`src/rtl/sd_mirror_trk_pkg.sv`:
```
// Shared defaults for the mirror tracker slice.
// Every width is derived from the module parameters; this package only holds their defaults.
package sd_mirror_trk_pkg;

  localparam int SD_MIRROR_DEF    = 2;
  localparam int SD_WIDTH_DEF     = 8;
  localparam bit SD_CHK_DEF       = 1'b1;
  localparam int SD_CNT_WIDTH_DEF = 16;

endpackage

```
`src/rtl/sd_sat_cnt.sv`:
```
// Saturating up-counter: increments on inc and sticks at all-ones.
// The counter never wraps back to zero.
module sd_sat_cnt #(
  parameter int width = 16
) (
  input  logic             clk,
  input  logic             reset,
  input  logic             inc,
  output logic [width-1:0] count
);

  localparam logic [width-1:0] ONE = width'(1);

  logic [width-1:0] count_r;
  logic             at_max_s;

  assign at_max_s = &count_r;

  // Count register; it holds once all bits are set.
  always_ff @(posedge clk or posedge reset) begin
    if (reset) begin
      count_r <= '0;
    end else if (inc && !at_max_s) begin
      count_r <= count_r + ONE;
    end else begin
      count_r <= count_r;
    end
  end

  assign count = count_r;

endmodule

```
`src/rtl/sd_mirror_trk.sv`:
```
// One-to-many mirror: a consumer beat is offered to every selected destination and retired
// once all of them have accepted it. An optional checker flags beats that change mid-delivery.
module sd_mirror_trk
  import sd_mirror_trk_pkg::*;
#(
  parameter int mirror    = SD_MIRROR_DEF,
  parameter int width     = SD_WIDTH_DEF,
  parameter bit chk       = SD_CHK_DEF,
  parameter int cnt_width = SD_CNT_WIDTH_DEF
) (
  input  logic                 clk,
  input  logic                 reset,
  input  logic                 c_srdy,
  output logic                 c_drdy,
  input  logic [width-1:0]     c_data,
  input  logic [mirror-1:0]    c_dst_vld,
  output logic [mirror-1:0]    p_srdy,
  input  logic [mirror-1:0]    p_drdy,
  output logic [width-1:0]     p_data,
  output logic                 busy,
  output logic                 err_chg,
  input  logic                 err_clr,
  output logic [cnt_width-1:0] stall_cnt
);

  logic [mirror-1:0] sent_r;
  logic [mirror-1:0] sent_nxt_s;
  logic [mirror-1:0] pending_s;
  logic [mirror-1:0] accept_s;
  logic              busy_r;
  logic              beat_done_s;
  logic              stall_s;

  // p_srdy depends only on c_srdy and the delivery record, never on p_drdy.
  assign pending_s   = c_dst_vld & ~sent_r;
  assign p_srdy      = {mirror{c_srdy}} & pending_s;
  assign accept_s    = pending_s & p_drdy;
  assign c_drdy      = &(~pending_s | p_drdy);
  assign beat_done_s = c_srdy & c_drdy;
  assign stall_s     = c_srdy & ~c_drdy;
  assign p_data      = c_data;

  // Next delivery record: cleared on completion, accumulated on partial progress.
  always_comb begin
    sent_nxt_s = sent_r;
    if (beat_done_s) begin
      sent_nxt_s = '0;
    end else if (c_srdy) begin
      sent_nxt_s = sent_r | accept_s;
    end else begin
      sent_nxt_s = sent_r;
    end
  end

  // Delivery record and its registered busy summary.
  always_ff @(posedge clk or posedge reset) begin
    if (reset) begin
      sent_r <= '0;
      busy_r <= 1'b0;
    end else begin
      sent_r <= sent_nxt_s;
      busy_r <= |sent_nxt_s;
    end
  end

  assign busy = busy_r;

  sd_sat_cnt #(
    .width(cnt_width)
  ) u_stall_cnt (
    .clk  (clk),
    .reset(reset),
    .inc  (stall_s),
    .count(stall_cnt)
  );

  if (chk) begin : g_chk
    logic [width-1:0]  cap_data_r;
    logic [mirror-1:0] cap_dst_r;
    logic              err_r;
    logic              set_s;

    assign set_s = busy_r & (~c_srdy | (c_data != cap_data_r) | (c_dst_vld != cap_dst_r));

    // Snapshot the beat on its first stalled cycle; sticky error where a set beats a clear.
    always_ff @(posedge clk or posedge reset) begin
      if (reset) begin
        cap_data_r <= '0;
        cap_dst_r  <= '0;
        err_r      <= 1'b0;
      end else begin
        if (stall_s && !busy_r) begin
          cap_data_r <= c_data;
          cap_dst_r  <= c_dst_vld;
        end else begin
          cap_data_r <= cap_data_r;
          cap_dst_r  <= cap_dst_r;
        end
        if (set_s) begin
          err_r <= 1'b1;
        end else if (err_clr) begin
          err_r <= 1'b0;
        end else begin
          err_r <= err_r;
        end
      end
    end

    assign err_chg = err_r;
  end else begin : g_no_chk
    logic unused_clr_s;
    assign unused_clr_s = err_clr;
    assign err_chg      = 1'b0;
  end

endmodule

```
`config.mk`:
```
export PLATFORM = sky130hd
export DESIGN_NAME = sd_mirror_trk
export DESIGN_NICKNAME = d
export VERILOG_FILES = /design/src/rtl/sd_mirror_trk_pkg.sv /design/src/rtl/sd_sat_cnt.sv /design/src/rtl/sd_mirror_trk.sv
export SDC_FILE = /design/constraint.sdc
export NUM_CORES = 1
export LEC_CHECK = 0
export CAP_MARGIN = 25
export CORE_MARGIN = 1.5
export CORE_UTILIZATION = 44
export CTS_CLUSTER_SIZE = 10
export DETAILED_ROUTE_END_ITERATION = 6
export DONT_BUFFER_PORTS = 1
export PLACE_DENSITY = 0.65
export SETUP_SLACK_MARGIN = 0.2
export SYNTH_ARGS = -nofsm -noshare
export SYNTH_HDL_FRONTEND = slang
export SYNTH_SLANG_ARGS = --single-unit
```
`constraint.sdc`:
```
create_clock -name clk -period 2.2 [get_ports clk]
set_input_delay 0.44 -clock clk [delete_from_list [all_inputs] [get_ports clk]]
set_output_delay 0.44 -clock clk [all_outputs]
set_load 0.01 [all_outputs]
```
==> out/qor.yml, run 1 <==
clocking:
  cts_tree: "built"
  cts-root-buf: "clkbuf_8"
  cts_buffer_depth: 2
  cts_max_level: 2
  cts_sinks: 30
  cts_inserted_buffers: 5
  post_cts_buffers: 0
  clk_pin_slew_ns: 0.06
  clock_latency_ns: 0.27
die:
  coreArea_mm2: 0.00344
  die-area_mm2: 0.00406
  die_h_um: 63.7
  boundaryPins: 45
  die_w_um: 63.7
  start_util_pct: 47.1
  row_count: 21
synthesis:
  async_flop_share_pct: 100
  synth_common_cells: "dfrtp_1, xor2_1, mux2_1, xnor2_1, buf_4"
  synth_cell_types: 40
  avgSynthCellArea_um2: 11.8
  synth_ff_type: "dfrtp_1"
  synth_seq_cells: 30
  synth_nets: 155
  synth_top_area_share_pct: 46.3
  ys_seq_area_share_pct: 46.3
  synthTopCellsByArea: "dfrtp_1, mux2_1, xor2_1"
  synth_area_mm2: 0.00162
  synth_edf_count: 0
  synth_area_leader_cell: "dfrtp_1"
  yosysWarnings: 0
  yosysMostFrequentCell: "dfrtp_1"
  syn_inst: 138
timing:
  fin_skew_ns: 0.00547
  drv_slew: 0
  min_period_ns: 1.86
  maxSlewHeadroom_pct: 74.7
  tightest_slew_ns: 0.380
  finalCritPeriodShare_pct: 84.5
  setup_ws_ns: 0.342
  fin_tns_setup_ns: 0
  hold_violations: 0
  maxClockFrequency_ghz: 0.538
  finalSetupViolCount: 0
  rsz0062_at_grt: "false"
route:
  vias_per_cell: 5.57
  antenna_left: 0
  drc_errors: 0
  firstDrtPassIters: 4
  wl_per_cell_um: 16.5
  num_vias: 1025
  drt-total-wl_um: 3030
  dr.first_iter.drc_count: 24
placement:
  gp_congestion: 0.724
  place_area_mm2: 0.00162
  dp_slack_ns: 0.262
  place_hpwl_um: 2220
  port-buffer-count: 0
setup_path:
  timing.rr.end: "u_stall_cnt.count[13]$_DFFE_PP0P_"
  arrival_ns: 2.04
  end_kind: "register"
  cp-start-kind: "register"
  endpoint: "u_stall_cnt.count[13]$_DFFE_PP0P_"
  path_class: "register to register"
  path_max_fanout: 10
  crit_path_start: "u_stall_cnt.count[0]$_DFFE_PP0P_"
  worstPathRequired_ns: 2.39
  rrSetupSlack_ns: 0.34
  r2r-start: "u_stall_cnt.count[0]$_DFFE_PP0P_"
  reg2reg_depth: 5
run:
  drv_cap: 0
global_routing:
  track_usage_pct: 16.3
  grt_pass1_vias: 1097
  grt_max_degree: 31
  antenna_found_initial: 0
  grt_overflow: 0
  grt_pass1_wl_um: 5180
layout:
  stdcell_area_mm2: 0.00171
  layout-drive-gt1-share_pct: 18.1
  fin_util_pct: 49.6
  areaGrowthSynthToFinish_pct: 5.32
  n_antenna_cell: 0
  fin_nets: 154
power:
  vdd.ir_drop.worst_mv: 0.420
  p_leak_nw: 0.754
  power_density_mw_per_mm2: 903
hold_path:
  hold_class: "primary input to async pin"
outcome:
  status: "complete, no violations"
[worst min-delay path by stage]
stage	from	end	slack, ns	depth (start not counted)
after global placement	reset	u_stall_cnt.count[11]$_DFFE_PP0P_	0.42	2
final	reset	g_chk.cap_data_r[2]$_DFFE_PP0P_	0.13	2
after CTS	reset	err_chg$_DFFE_PP0P_	0.14	2
after floorplan	g_chk.cap_dst_r[0]$_DFFE_PP0P_	g_chk.cap_dst_r[0]$_DFFE_PP0P_	0.48	1
after global routing	reset	g_chk.cap_data_r[7]$_DFFE_PP0P_	0.15	2
after detailed placement	reset	g_chk.cap_data_r[2]$_DFFE_PP0P_	0.43	2
[cells in the final DEF (no fill, tap or decap), drive strengths merged, types with 2 or more instances in the layout]
| cell type | synthesis | final |
|---|---|---|
| nor4 | 2 | 2 |
| and4 | 3 | 3 |
| a21oi | 5 | 5 |
| nand4 | 4 | 4 |
| o211ai | 2 | 2 |
| a31oi | 2 | 2 |
| nor3b | 4 | 4 |
| dfrtp | 30 | 30 |
| clkbuf | 0 | 7 |
| mux2 | 12 | 12 |
| xor2 | 12 | 12 |
| nand2 | 7 | 7 |
| buf | 10 | 2 |
| xnor2 | 10 | 10 |
| nor3 | 5 | 5 |
| nand3 | 3 | 3 |
| and4bb | 2 | 2 |
| nor2 | 7 | 7 |
| inv | 4 | 4 |
[power breakdown]
part	internal, mW	switching, mW	leakage [nW]
registers	0.673	0.151	0.376
clock network	0.252	0.195	0.0482
logic	0.159	0.112	0.329
total	1.08	0.458	0.754
[kinds of logic after synthesis]
kind of cell             after synthesis  synth area share, %
AND/OR/NAND/NOR                       44                 20.1
flip-flops                            30                 46.3
XOR/XNOR                              22                 11.9
AO/OA/AOI/OAI                         15                 6.64
buffers and inverters                 14                 5.79
multiplexers                          12                 8.56
adder cells (fa/ha/maj)                1                0.771
[sequential cells by signal (all words and copies together), names as in the netlist]
signal             count
busy                   1
err_chg                1
g_chk.cap_data_r       8
g_chk.cap_dst_r        2
sent_r                 2
u_stall_cnt.count     16
[metal layers]
metal	vias to the layer above	global-route usage [%]	share of wire [%]
met5	-	0	0
met4	0	4.35	0.56
met3	5	4.64	6.2
met2	30	28.6	50
met1	514	19.6	43
li1	476	-	-
[per-stage QoR]
stage	hold slack, ns	total power, mW	std cells
floorplan	0.480	1.05	138
global route	0.147	1.64	184
global placement	0.423	1.08	176
finish	0.126	1.54	184
detailed placement	0.434	1.11	176
CTS	0.138	1.56	184
[critical path, cell delays in order (launching register included)]
cell and delay [ns]:
dfrtp_1 0.46, ha_1 0.25, and3_1 0.23, and4b_2 0.32, nor4_2 0.31, xor2_1 0.20
[area by class of cell]
cell class	instances	area, µm²
fillers	315	1730
clock inverters	1	5.00
inverters	4	15.0
multi-input cells	94	778
clock buffers	7	86.3
repair buffers	2	15.0
flip-flops and latches	30	751
well taps	46	57.6
[repair_timing]
action,CTS,global route
gates resized for setup,0,1
endpoints found under the setup margin,0,4
hold buffers,0,0
Power figures use the tool's default switching activity.
==> run 2, diff against run 1 <==
==> constraint.sdc (replaced) <==
create_clock -name clk -period 1.78 [get_ports clk]
set_input_delay 0.356 -clock clk [delete_from_list [all_inputs] [get_ports clk]]
set_output_delay 0.356 -clock clk [all_outputs]
set_load 0.01 [all_outputs]
==> out/qor.yml, run 2 (synthesis gave the netlist of run 1 again) <==
power:
  clkPwrFrac_pct: 27.0  # -2.0 points
  switching_share_pct: 30.1  # +0.33 points
  p_leak_nw: 0.886  # +18%
  vdd.ir_drop.worst_mv: 0.527  # +25%
  combPwrFrac_pct: 28.1  # +11 points
  finalPower_mw: 2.11  # +37%
  power_density_mw_per_mm2: 1060  # +18%
  seqPwrFrac_pct: 44.8  # -8.6 points
  switching_power_uw: 635  # +38%
  cellInternalPower_mw: 1.48  # +36%
layout:
  final_cell_count_no_fill: 208  # +13%
  fillers: 294  # -6.7%
  fin_util_pct: 57.8  # +8.2 points
  final_cell_mix: "dfrtp_1, buf_4, xor2_1"
  register_area_um2: 752  # +0.17%
  largest_register_ffs: 16  # unchanged
  final_common_cell: "dfrtp_1"
  multi_input_comb_area_um2: 877  # +13%
  n_antenna_cell: 0  # unchanged
  layout-drive-gt1-share_pct: 37.0  # +19 points
  fin_nets: 178  # +16%
  areaGrowthSynthToFinish_pct: 22.7
route:
  dr.first_iter.drc_count: 22  # -8.3%
  drc_errors: 0  # unchanged
  antenna_left: 0  # unchanged
  drt-total-wl_um: 3460  # +14%
  num_vias: 1123  # +9.6%
  firstDrtPassIters: 3  # -1
  wl_per_cell_um: 16.6  # +0.83%
  vias_per_cell: 5.40  # -3.1%
clocking:
  cts_inserted_buffers: 5  # unchanged
  clk_pin_slew_ns: 0.07  # about the same
  cts_tree: "built"
  cts-root-buf: "clkbuf_8"
  cts_sinks: 30  # unchanged
  clock_latency_ns: 0.29  # +0.02 ns
  cts_hold_buf: 0  # unchanged
  cts_max_level: 2  # unchanged
  cts_buffer_depth: 2  # unchanged
die:
  row_count: 21  # unchanged
  coreArea_mm2: 0.00344  # unchanged
  die-area_mm2: 0.00406  # unchanged
  die_h_um: 63.7  # unchanged
  start_util_pct: 47.1  # unchanged
  boundaryPins: 45  # unchanged
  die_w_um: 63.7  # unchanged
placement:
  place_hpwl_um: 2360  # +6.2%
  placed_cells: 193  # +9.7%
  gp_congestion: 0.809  # +12%
  port-buffer-count: 0  # unchanged
global_routing:
  track_usage_pct: 18.7  # +2.4 points
  grtUsageMet1_pct: 21.4  # +1.8 points
  antenna_found_initial: 0  # unchanged
  met2_usage_pct: 30.5  # +2.0 points
  grt_pass1_wl_um: 5600  # +8.1%
  grt_busiest_layer: "met2"
  grt_pass1_vias: 1159  # +5.7%
  met3_usage_pct: 6.96  # +2.3 points
  grt_overflow: 0  # unchanged
  grt_max_degree: 31  # unchanged
setup_path:
  path_class: "register to register"
  cp-start-kind: "register"
  arrival_ns: 1.72  # -0.32 ns
  end_kind: "register"
  worstPathRequired_ns: 1.95  # -0.44 ns
  path_max_fanout: 6  # -4
timing:
  maxClockFrequency_ghz: 0.643  # +19%
  drv_slew: 0  # unchanged
  hold_violations: 0  # unchanged
  rsz0062_at_grt: "true"
  finalCritPeriodShare_pct: 87.4  # +2.9 points
  maxSlewHeadroom_pct: 69.1  # -5.6 points
  tightest_slew_ns: 0.462  # +0.0820 ns
  finalSetupViolCount: 0  # unchanged
  fin_skew_ns: 0.00795  # +0.00248 ns
  min_period_ns: 1.56  # -0.303 ns
  fin_tns_setup_ns: 0  # unchanged
outcome:
  status: "complete, no violations"
hold_path:
  hold_class: "primary input to async pin"
run:
  drv_cap: 0  # unchanged
==> run 2: final timing paths <==
kind,slack (ns),startpoint,cells past startpoint,endpoint
min in group clk,0.17,c_srdy,1,sent_r[0]$_DFF_PP0_
setup / recovery,0.22,sent_r[0]$_DFF_PP0_,4,g_chk.cap_data_r[5]$_DFFE_PP0P_
hold reg to reg,0.51,g_chk.cap_dst_r[0]$_DFFE_PP0P_,1,g_chk.cap_dst_r[0]$_DFFE_PP0P_
hold / removal,0.03,reset,2,u_stall_cnt.count[15]$_DFFE_PP0P_
setup reg to reg,0.22,sent_r[0]$_DFF_PP0_,4,g_chk.cap_data_r[5]$_DFFE_PP0P_
max in group asynchronous,1.45,reset,2,u_stall_cnt.count[0]$_DFFE_PP0P_
==> run 2: area by class of cell <==
type	count	share of cell area, %
clock buffers	6	4.15
clock inverters	2	0.629
inverters	4	0.755
multi-input cells	96	44.1
flip-flops and latches	30	37.8
well taps	46	2.89
repair buffers	24	9.69
==> run 2: through the flow <==
step | hold slack, ns | cell area [µm²] | worst slack (ns)
after CTS | 0.0351 | 1890 | 0.204
after global placement | 0.341 | 1760 | 0.0962
final | 0.0307 | 1990 | 0.225
after floorplan | 0.447 | 1640 | 0.157
after detailed placement | 0.348 | 1760 | 0.0560
after global routing | 0.0495 | 1990 | 0.153
==> run 2: what timing repair did <==
action,in CTS,in global routing
cloned,1,1
buffers inserted,1,4
pin swaps,2,9
hold endpoints to repair,0,0
gates resized for setup,4,9
setup endpoints to repair,11,19
==> run 2: power groups by stage <==
stage	clock network [mW]	registers (mW)	logic (mW)
after floorplan	0	0.995	0.319
after global placement	0	0.942	0.507
after detailed placement	0	0.952	0.522
after CTS	0.594	0.941	0.535
after global routing	0.630	0.969	0.660
final	0.571	0.947	0.594
==> run 2: layer usage <==
layer  part of all wire, %  vias to the layer above  wire length [µm]
met5                     0                        -                 0
met4                   1.8                        0                63
met3                   7.1                        5               245
li1                      -                      535                 -
met1                    40                      549              1380
met2                    51                       34              1770
==> run 2: worst max-delay path: stages, from the launching register on <==
cell      delay, ns
dfrtp_1        0.41
and4bb_4       0.38
nor2_4         0.10
nor2_4         0.20
mux2_1         0.35
